$ cat src/rtl/iq_readout_seq.sv
// iq_readout_seq: read-side sequencer for the IQ sample buffer.
// On a host command it reloads the buffer read pointer (write pointer plus
// offset), waits out the buffer's read latency, then streams N IQ pairs as
// alternating 16-bit I and Q words over a valid/ready handshake.
module iq_readout_seq #(
    parameter int DEPTH_LOG2 = 13,
    parameter int CNT_W      = DEPTH_LOG2 + 1
) (
    input  logic                  rd_clk,
    input  logic                  rd_rst,
    input  logic                  start,
    input  logic                  abort,
    input  logic [DEPTH_LOG2-1:0] cmd_offset,
    input  logic [CNT_W-1:0]      cmd_pairs,
    output logic                  busy,
    output logic                  done,
    output logic                  aborted,
    output logic [CNT_W-1:0]      pairs_left,
    output logic                  smp_sync,
    output logic [DEPTH_LOG2-1:0] smp_offset,
    output logic                  smp_sel_i,
    output logic                  smp_adv,
    input  logic [15:0]           smp_data,
    output logic [15:0]           out_data,
    output logic                  out_valid,
    input  logic                  out_ready
);

    typedef enum logic [2:0] {
        S_IDLE,
        S_SYNC,
        S_SETTLE,
        S_WORD_I,
        S_WORD_Q,
        S_DONE
    } state_t;

    // Longer requests would re-read samples the writer has already overwritten.
    localparam logic [CNT_W-1:0] MAX_PAIRS = CNT_W'(1) << DEPTH_LOG2;

    state_t                  state;
    state_t                  state_next;
    logic [DEPTH_LOG2-1:0]   offset_q;
    logic                    aborted_q;
    logic                    cmd_accept;
    logic                    abort_take;
    logic                    q_accept;

    // State register.
    always_ff @(posedge rd_clk or posedge rd_rst) begin
        if (rd_rst) begin
            state <= S_IDLE;
        end else begin
            // NOTE: registers update with non-blocking assignments so every
            // flop samples the pre-edge values, independent of statement order.
            state <= state_next;
        end
    end

    // Next-state logic and state-decoded outputs; aborts win over handshakes.
    always_comb begin
        // NOTE: every output gets a default first so no path leaves a signal
        // unassigned, which would otherwise infer a latch.
        state_next = state;
        busy       = 1'b1;
        done       = 1'b0;
        aborted    = 1'b0;
        smp_sync   = 1'b0;
        smp_sel_i  = 1'b0;
        smp_adv    = 1'b0;
        out_valid  = 1'b0;
        cmd_accept = 1'b0;
        abort_take = 1'b0;
        q_accept   = 1'b0;

        case (state)
            S_IDLE: begin
                busy = 1'b0;
                if (start) begin
                    cmd_accept = 1'b1;
                    state_next = (cmd_pairs == '0) ? S_DONE : S_SYNC;
                end
            end
            S_SYNC: begin
                smp_sync = 1'b1;
                if (abort) begin
                    abort_take = 1'b1;
                    state_next = S_DONE;
                end else begin
                    state_next = S_SETTLE;
                end
            end
            S_SETTLE: begin
                // Buffer output is still the stale address; all strobes stay low.
                if (abort) begin
                    abort_take = 1'b1;
                    state_next = S_DONE;
                end else begin
                    state_next = S_WORD_I;
                end
            end
            S_WORD_I: begin
                smp_sel_i = 1'b1;
                out_valid = 1'b1;
                if (abort) begin
                    abort_take = 1'b1;
                    state_next = S_DONE;
                end else if (out_ready) begin
                    state_next = S_WORD_Q;
                end
            end
            S_WORD_Q: begin
                out_valid = 1'b1;
                if (abort) begin
                    abort_take = 1'b1;
                    state_next = S_DONE;
                end else if (out_ready) begin
                    // Buffer adds rd_q to its address combinationally, so the
                    // next I word is ready on the following cycle.
                    smp_adv    = 1'b1;
                    q_accept   = 1'b1;
                    state_next = (pairs_left == CNT_W'(1)) ? S_DONE : S_WORD_I;
                end
            end
            S_DONE: begin
                done       = 1'b1;
                aborted    = aborted_q;
                state_next = S_IDLE;
            end
            default: begin
                state_next = S_IDLE;
            end
        endcase
    end

    // Command latch, pair countdown and abort flag.
    always_ff @(posedge rd_clk or posedge rd_rst) begin
        if (rd_rst) begin
            offset_q   <= '0;
            pairs_left <= '0;
            aborted_q  <= 1'b0;
        end else begin
            if (cmd_accept) begin
                offset_q   <= cmd_offset;
                pairs_left <= (cmd_pairs > MAX_PAIRS) ? MAX_PAIRS : cmd_pairs;
            end else if (q_accept) begin
                pairs_left <= pairs_left - CNT_W'(1);
            end

            if (abort_take) begin
                aborted_q <= 1'b1;
            end else if (state == S_DONE) begin
                aborted_q <= 1'b0;
            end
        end
    end

    assign smp_offset = offset_q;
    assign out_data   = smp_data;

endmodule

$ cat config.mk
export PLATFORM = sky130hd
export DESIGN_NAME = iq_readout_seq
export DESIGN_NICKNAME = d
export VERILOG_FILES = /design/src/rtl/iq_readout_seq.sv
export SDC_FILE = /design/constraint.sdc
export NUM_CORES = 1
export LEC_CHECK = 0
export BUFFER_PORTS_ARGS = -buffer_cell sky130_fd_sc_hd__buf_4
export CORE_MARGIN = 4
export CORE_UTILIZATION = 48
export DETAILED_ROUTE_END_ITERATION = 7
export PLACE_DENSITY_LB_ADDON = 0.2
export SLEW_MARGIN = 20
export SYNTH_ARGS = -nofsm -noshare
export SYNTH_HDL_FRONTEND = slang
export SYNTH_SLANG_ARGS = --single-unit
$ cat constraint.sdc
create_clock -name rd_clk -period 6.18 [get_ports rd_clk]
set_input_delay 0 -clock rd_clk [delete_from_list [all_inputs] [get_ports rd_clk]]
set_output_delay 0 -clock rd_clk [all_outputs]
set_load 0.05 [all_outputs]
==> Word-level counts from Yosys, hierarchy flattened <==
Index checks and enable logic that the tools add are counted.
{ "classes": {"n_reduce_logical": 7, "order_cmp": 1, "eq_ne": 9, "n_mux": 28, "add_sub_neg": 1} }
{ "op_table": {"columns": ["op", "n"], "rows": [
  ["14-bit two-way mux", 3],
  ["3-bit two-way mux", 9],
  ["1-bit two-way mux", 15],
  ["3-bit case mux with 5 select lines", 1],
  ["14-bit by 1-bit == test with 1-bit output (second input constant)", 1],
  ["14-bit greater-than comparator (second input constant)", 1],
  ["14-bit logical NOT", 1],
  ["14-bit by 1-bit subtractor with 14-bit output (second input constant)", 1],
  ["3-bit by 2-bit == test with 1-bit output (second input constant)", 2],
  ["3-bit == test (second input constant)", 2],
  ["3-bit inequality test (second input constant)", 2],
  ["2-bit nonzero test", 2],
  ["4-bit OR reduction", 1],
  ["3-bit by 1-bit == test with 1-bit output (second input constant)", 1],
  ["3-bit logical NOT", 1],
  ["3-bit AND reduction", 1],
  ["2-bit inequality test (second input constant)", 1],
  ["2-bit OR reduction", 1]
]} }
{ "totals": {"ff_bits": 31, "elab_cells": 50} }

==> Longest topological paths before layout <==
{ "depth": {"ltp_word": 5, "ltp_mapped": 6, "mapped_depth_nobuf": 6} }

==> Worst setup path before layout <==
Ideal clock, no wire load.
{ "synth_path": {"path_type": "register to register", "startpoint": "register pairs_left[0]", "endpoint": "register pairs_left[12]", "arrival_time_ps": 2466, "t_required_ps": 6098, "stages_incl_launch_ff": 7, "n_path_buf": 0, "setup_slack_ps": 3632, "synth_period_minus_slack_ps": 2548, "path_cell_list": "dfrtp_1 > inv_1 > ha_1 > or3b_2 > or4_4 > or4_1 > a31oi_1"} }
{ "synth_between": {"elab_chain_cells": 3} }
{ "synth_lines": {"columns": ["element", "line_no", "rtl"], "rows": [
  ["from (decl)", "18", "output logic [CNT_W-1:0] pairs_left,"],
  ["from (signal assigned)", "145", "pairs_left <= (cmd_pairs > MAX_PAIRS) ? MAX_PAIRS : cmd_pairs;"],
  ["from (signal assigned)", "147", "pairs_left <= pairs_left - CNT_W'(1);"],
  ["14-bit by 1-bit subtractor with 14-bit output", "147", null],
  ["14-bit two-way mux", "146", "end else if (q_accept) begin"],
  ["14-bit two-way mux", "143", "if (cmd_accept) begin"]
]} }
No other way between the ends. The select of a mux whose other input is x is not followed.
A chain may end at the register's enable or synchronous reset.

==> Worst setup path in the final report <==
{ "layout_path": {"startpoint": "register state[2]", "endpoint": "register pairs_left[12]"} }
{ "layout_between": {"elab_chain_cells": 3, "word_cells_on_any_way": 6, "classes_between": "1 x eq/ne; 3 x mux; 2 x reduce/logical"} }
{ "layout_lines": {"columns": ["element", "line_no", "rtl"], "rows": [
  ["from (decl)", "41", "state_t state;"],
  ["from (signal assigned)", "56", "state <= state_next;"],
  ["3-bit == test / 3-bit logical NOT (equally long branches)", "76", "case (state)"],
  ["1-bit two-way mux", "76", null],
  ["2-bit nonzero test (no line) / 14-bit two-way mux (equally long branches)", null, null]
]} }
Parallel ways exist; a longest one is shown, timed or not.

==> metrics.md <==
| Metric | Value |
|---|---|
| Outcome | `finished clean` |
| Die X | `70.1 µm` |
| Dominant register cell in the synthesized netlist | `dfrtp_1` |
| Via density per instance | `5.54` |
| Total grt overflow | `0` |
| Avg Cell Area, Syn | `8.54 µm²` |
| Placer Congestion | `0.813` |
| Crit. End Element | `flip-flop` |
| DRT Wirelength | `4880 µm` |
| Gates resized, CTS repair | `0` |
| Worst-path clk slew | `60 ps` |
| Clk buf depth | `2` |
| Mapped Cells | `217` |
| Req. time, crit path | `6380 ps` |
| Syn. warnings | `0` |
| Post-Syn Area | `0.00185 mm²` |
| Most common library cell in the layout ignoring fill and taps | `buf_4` |
| Via count | `1846` |
| Area Overhead vs Synth | `37.7%` |
| Root Buffer | `clkbuf_8` |
| Most frequent cells in the layout | `buf_4 (67), nand2_1 (43), dfrtp_1 (31)` |
| Number of synthesized flops with an enable pin | `0` |
| DRT Pass-1 Iters | `4` |
| Worst path cell trace | `or3b_4 > or4_4 > or4_1 > a31oi_1` |
| Post-synth top area share | `41.9%` |
| Vias in the first global route | `1718` |
| Core area | `0.00369 mm²` |
| Hold Path Class | `primary input to primary output` |
| Cell variety after synth | `47` |
| Worst-case vdd ir drop | `347 µV` |
| Cell Rows | `22` |
| Routed Antenna Nets | `0` |
| Overall Global Routing Usage | `20.7%` |
| Tmin final | `2430 ps` |
| Slew @ Worst Pin | `723 ps` |
| Final setup viols | `0` |
| Largest net degree at the start of global routing | `32` |
| DRT iter0 DRCs | `173` |
| I/O pins | `98` |
| Synth top area cells | `dfrtp_1 (42%), nand2_1 (8.7%), buf_4 (6.5%)` |
| CP Launch Type | `flip-flop` |
| Drt drc | `0` |
| Clock tree from TritonCTS | `yes` |
| Worst Path Arrival | `2630 ps` |
| DR WL/cell | `14.6 µm` |
| IO buf count | `65` |
| Placed cells | `306` |
| Fraction of layout cells with a size suffix above 1 | `28.8%` |
| Global-route wire length before repair | `8250 µm` |
| Worst-path fanout max | `20` |
| Ant. Diodes | `0` |
| Net Count, Synth | `267` |
| CTS sink cnt | `31` |
| Layout Nets | `335` |
| Critical path class | `flip-flop to flip-flop` |
| Worst clock skew | `5.15 ps` |
| Worst path slowest cell | `dfrtp_1` |
| Die area | `0.00492 mm²` |
| Hpwl dp | `3390 µm` |
| Hold Fails Final Rpt | `0` |
| Seq cells post-synth | `31` |
| Initial antenna violation count | `0` |
| Die Y | `70.1 µm` |
| Setup bufs post-CTS | `0` |
| Tcrit/Tclk final | `39.3%` |
| Leading area contributor after synthesis | `dfrtp_1` |
| Non-filler cells, final | `333` |
| Slowest stage delay, CP | `650 ps` |
| Fin. max-slew vios | `0` |
| Async SR Flop Fraction | `100%` |
| Initial core utilization | `50.2%` |
| Register area share after synthesis | `41.9%` |
| Power Density | `574 mW/mm²` |
| # fillers | `303` |
| Slew HR | `51.7%` |
| RSZ-0062 raised after global routing | `no` |
| Clock Latency Late Sink | `280 ps` |
| H-tree lvl count | `2` |
| Total negative setup slack | `0 ps` |
| Leak | `1.19 nW` |
| Maxcap violations | `0` |
| Max Freq | `412 MHz` |
| CTS Buf Count | `5` |
| CTS Hold Buffers Added | `20` |
cells by family after synthesis:
| family | Yosys count | synth area share (%) |
|---|---|---|
| simple gates | 103 | 28.2 |
| compound gates | 46 | 16.9 |
| buf+inv | 31 | 9.59 |
| flops | 31 | 41.9 |
| xor+xnor | 3 | 1.42 |
| fa+ha+maj | 2 | 1.35 |
| mux | 1 | 0.608 |
path summary, 6_finish.rpt:
check | from | end | cells past startpoint | slack (ps)
setup / recovery | state[2] | pairs_left[12] | 4 | 3750
hold / removal | smp_data[11] | out_data[11] | 0 | 0.01
setup reg to reg | state[2] | pairs_left[12] | 4 | 3750
hold reg to reg | smp_offset[4] | smp_offset[4] | 2 | 480
max in group asynchronous | rd_rst | pairs_left[7] | 4 | 5540
min in group asynchronous | rd_rst | pairs_left[2] | 4 | 360
layout make-up:
cell class / count / area (µm²) / share of cell area, %
sequential: 31 / 776 / 30.4
inverter: 5 / 18.8 / 0.736
clock buffer: 6 / 82.6 / 3.24
timing repair buffer: 87 / 703 / 27.6
tap: 48 / 60.1 / 2.35
clock inverter: 1 / 5.00 / 0.196
multi-input combinational: 155 / 906 / 35.5
sequential cells by signal, indices dropped and copies added (netlist names):
signal	cells
pairs_left	14
smp_offset	13
state	3
aborted_q	1
synth_stat cells, types with 2 or more instances:
cell / count
nor3b_1: 3
nor4_1: 4
dfrtp_1: 31
nor3_1: 6
a31oi_1: 2
a21oi_1: 13
and3_1: 2
clkbuf_1: 9
buf_4: 16
o21ai_0: 8
or3_1: 4
o31ai_1: 2
nand3_1: 7
ha_1: 2
nor2b_1: 6
nand4_1: 4
o311a_1: 2
o211ai_1: 3
xnor2_1: 2
inv_1: 5
o311ai_0: 3
or4_1: 4
a22o_1: 2
o21a_1: 2
nor2_1: 11
nand2_1: 43
report_power, final:
group	total, mW	switching [mW]	internal, mW
Sequential	0.430	0.130	0.300
Clock	0.156	0.0688	0.0871
Combinational	0.878	0.586	0.292
Total	1.46	0.784	0.680
critical path: cells and delay by family (launching register included):
family	cells	cell delay [ps]
compound gates	1	170
flops	1	650
simple gates	3	1550
metrics by stage:
| stage | power (mW) | hold WS (ps) | utilization (%) | setup slack [ps] | area (µm²) |
|---|---|---|---|---|---|
| final | 1.46 | 0.0140 | 69.2 | 3750 | 2550 |
| after floorplan | 1.06 | 104 | - | 3630 | 1850 |
| after detailed placement | 1.30 | 0.341 | 61.4 | 3760 | 2260 |
| after global routing | 1.56 | 0.0718 | 69.2 | 3600 | 2550 |
| after global placement | 1.29 | 0.341 | 61.4 | 3820 | 2260 |
| after CTS | 1.47 | 0.341 | 69.2 | 3750 | 2550 |
routing by layer:
metal / part of all wire (%) / wire length, µm / global-route usage (%)
met4: 1.2 / 59 / 7.02
met5: 0 / 0 / 0
met2: 49 / 2410 / 32.8
met3: 6.9 / 337 / 4.03
met1: 42 / 2070 / 28.3
Note: power is estimated with default switching activity, not from simulation.
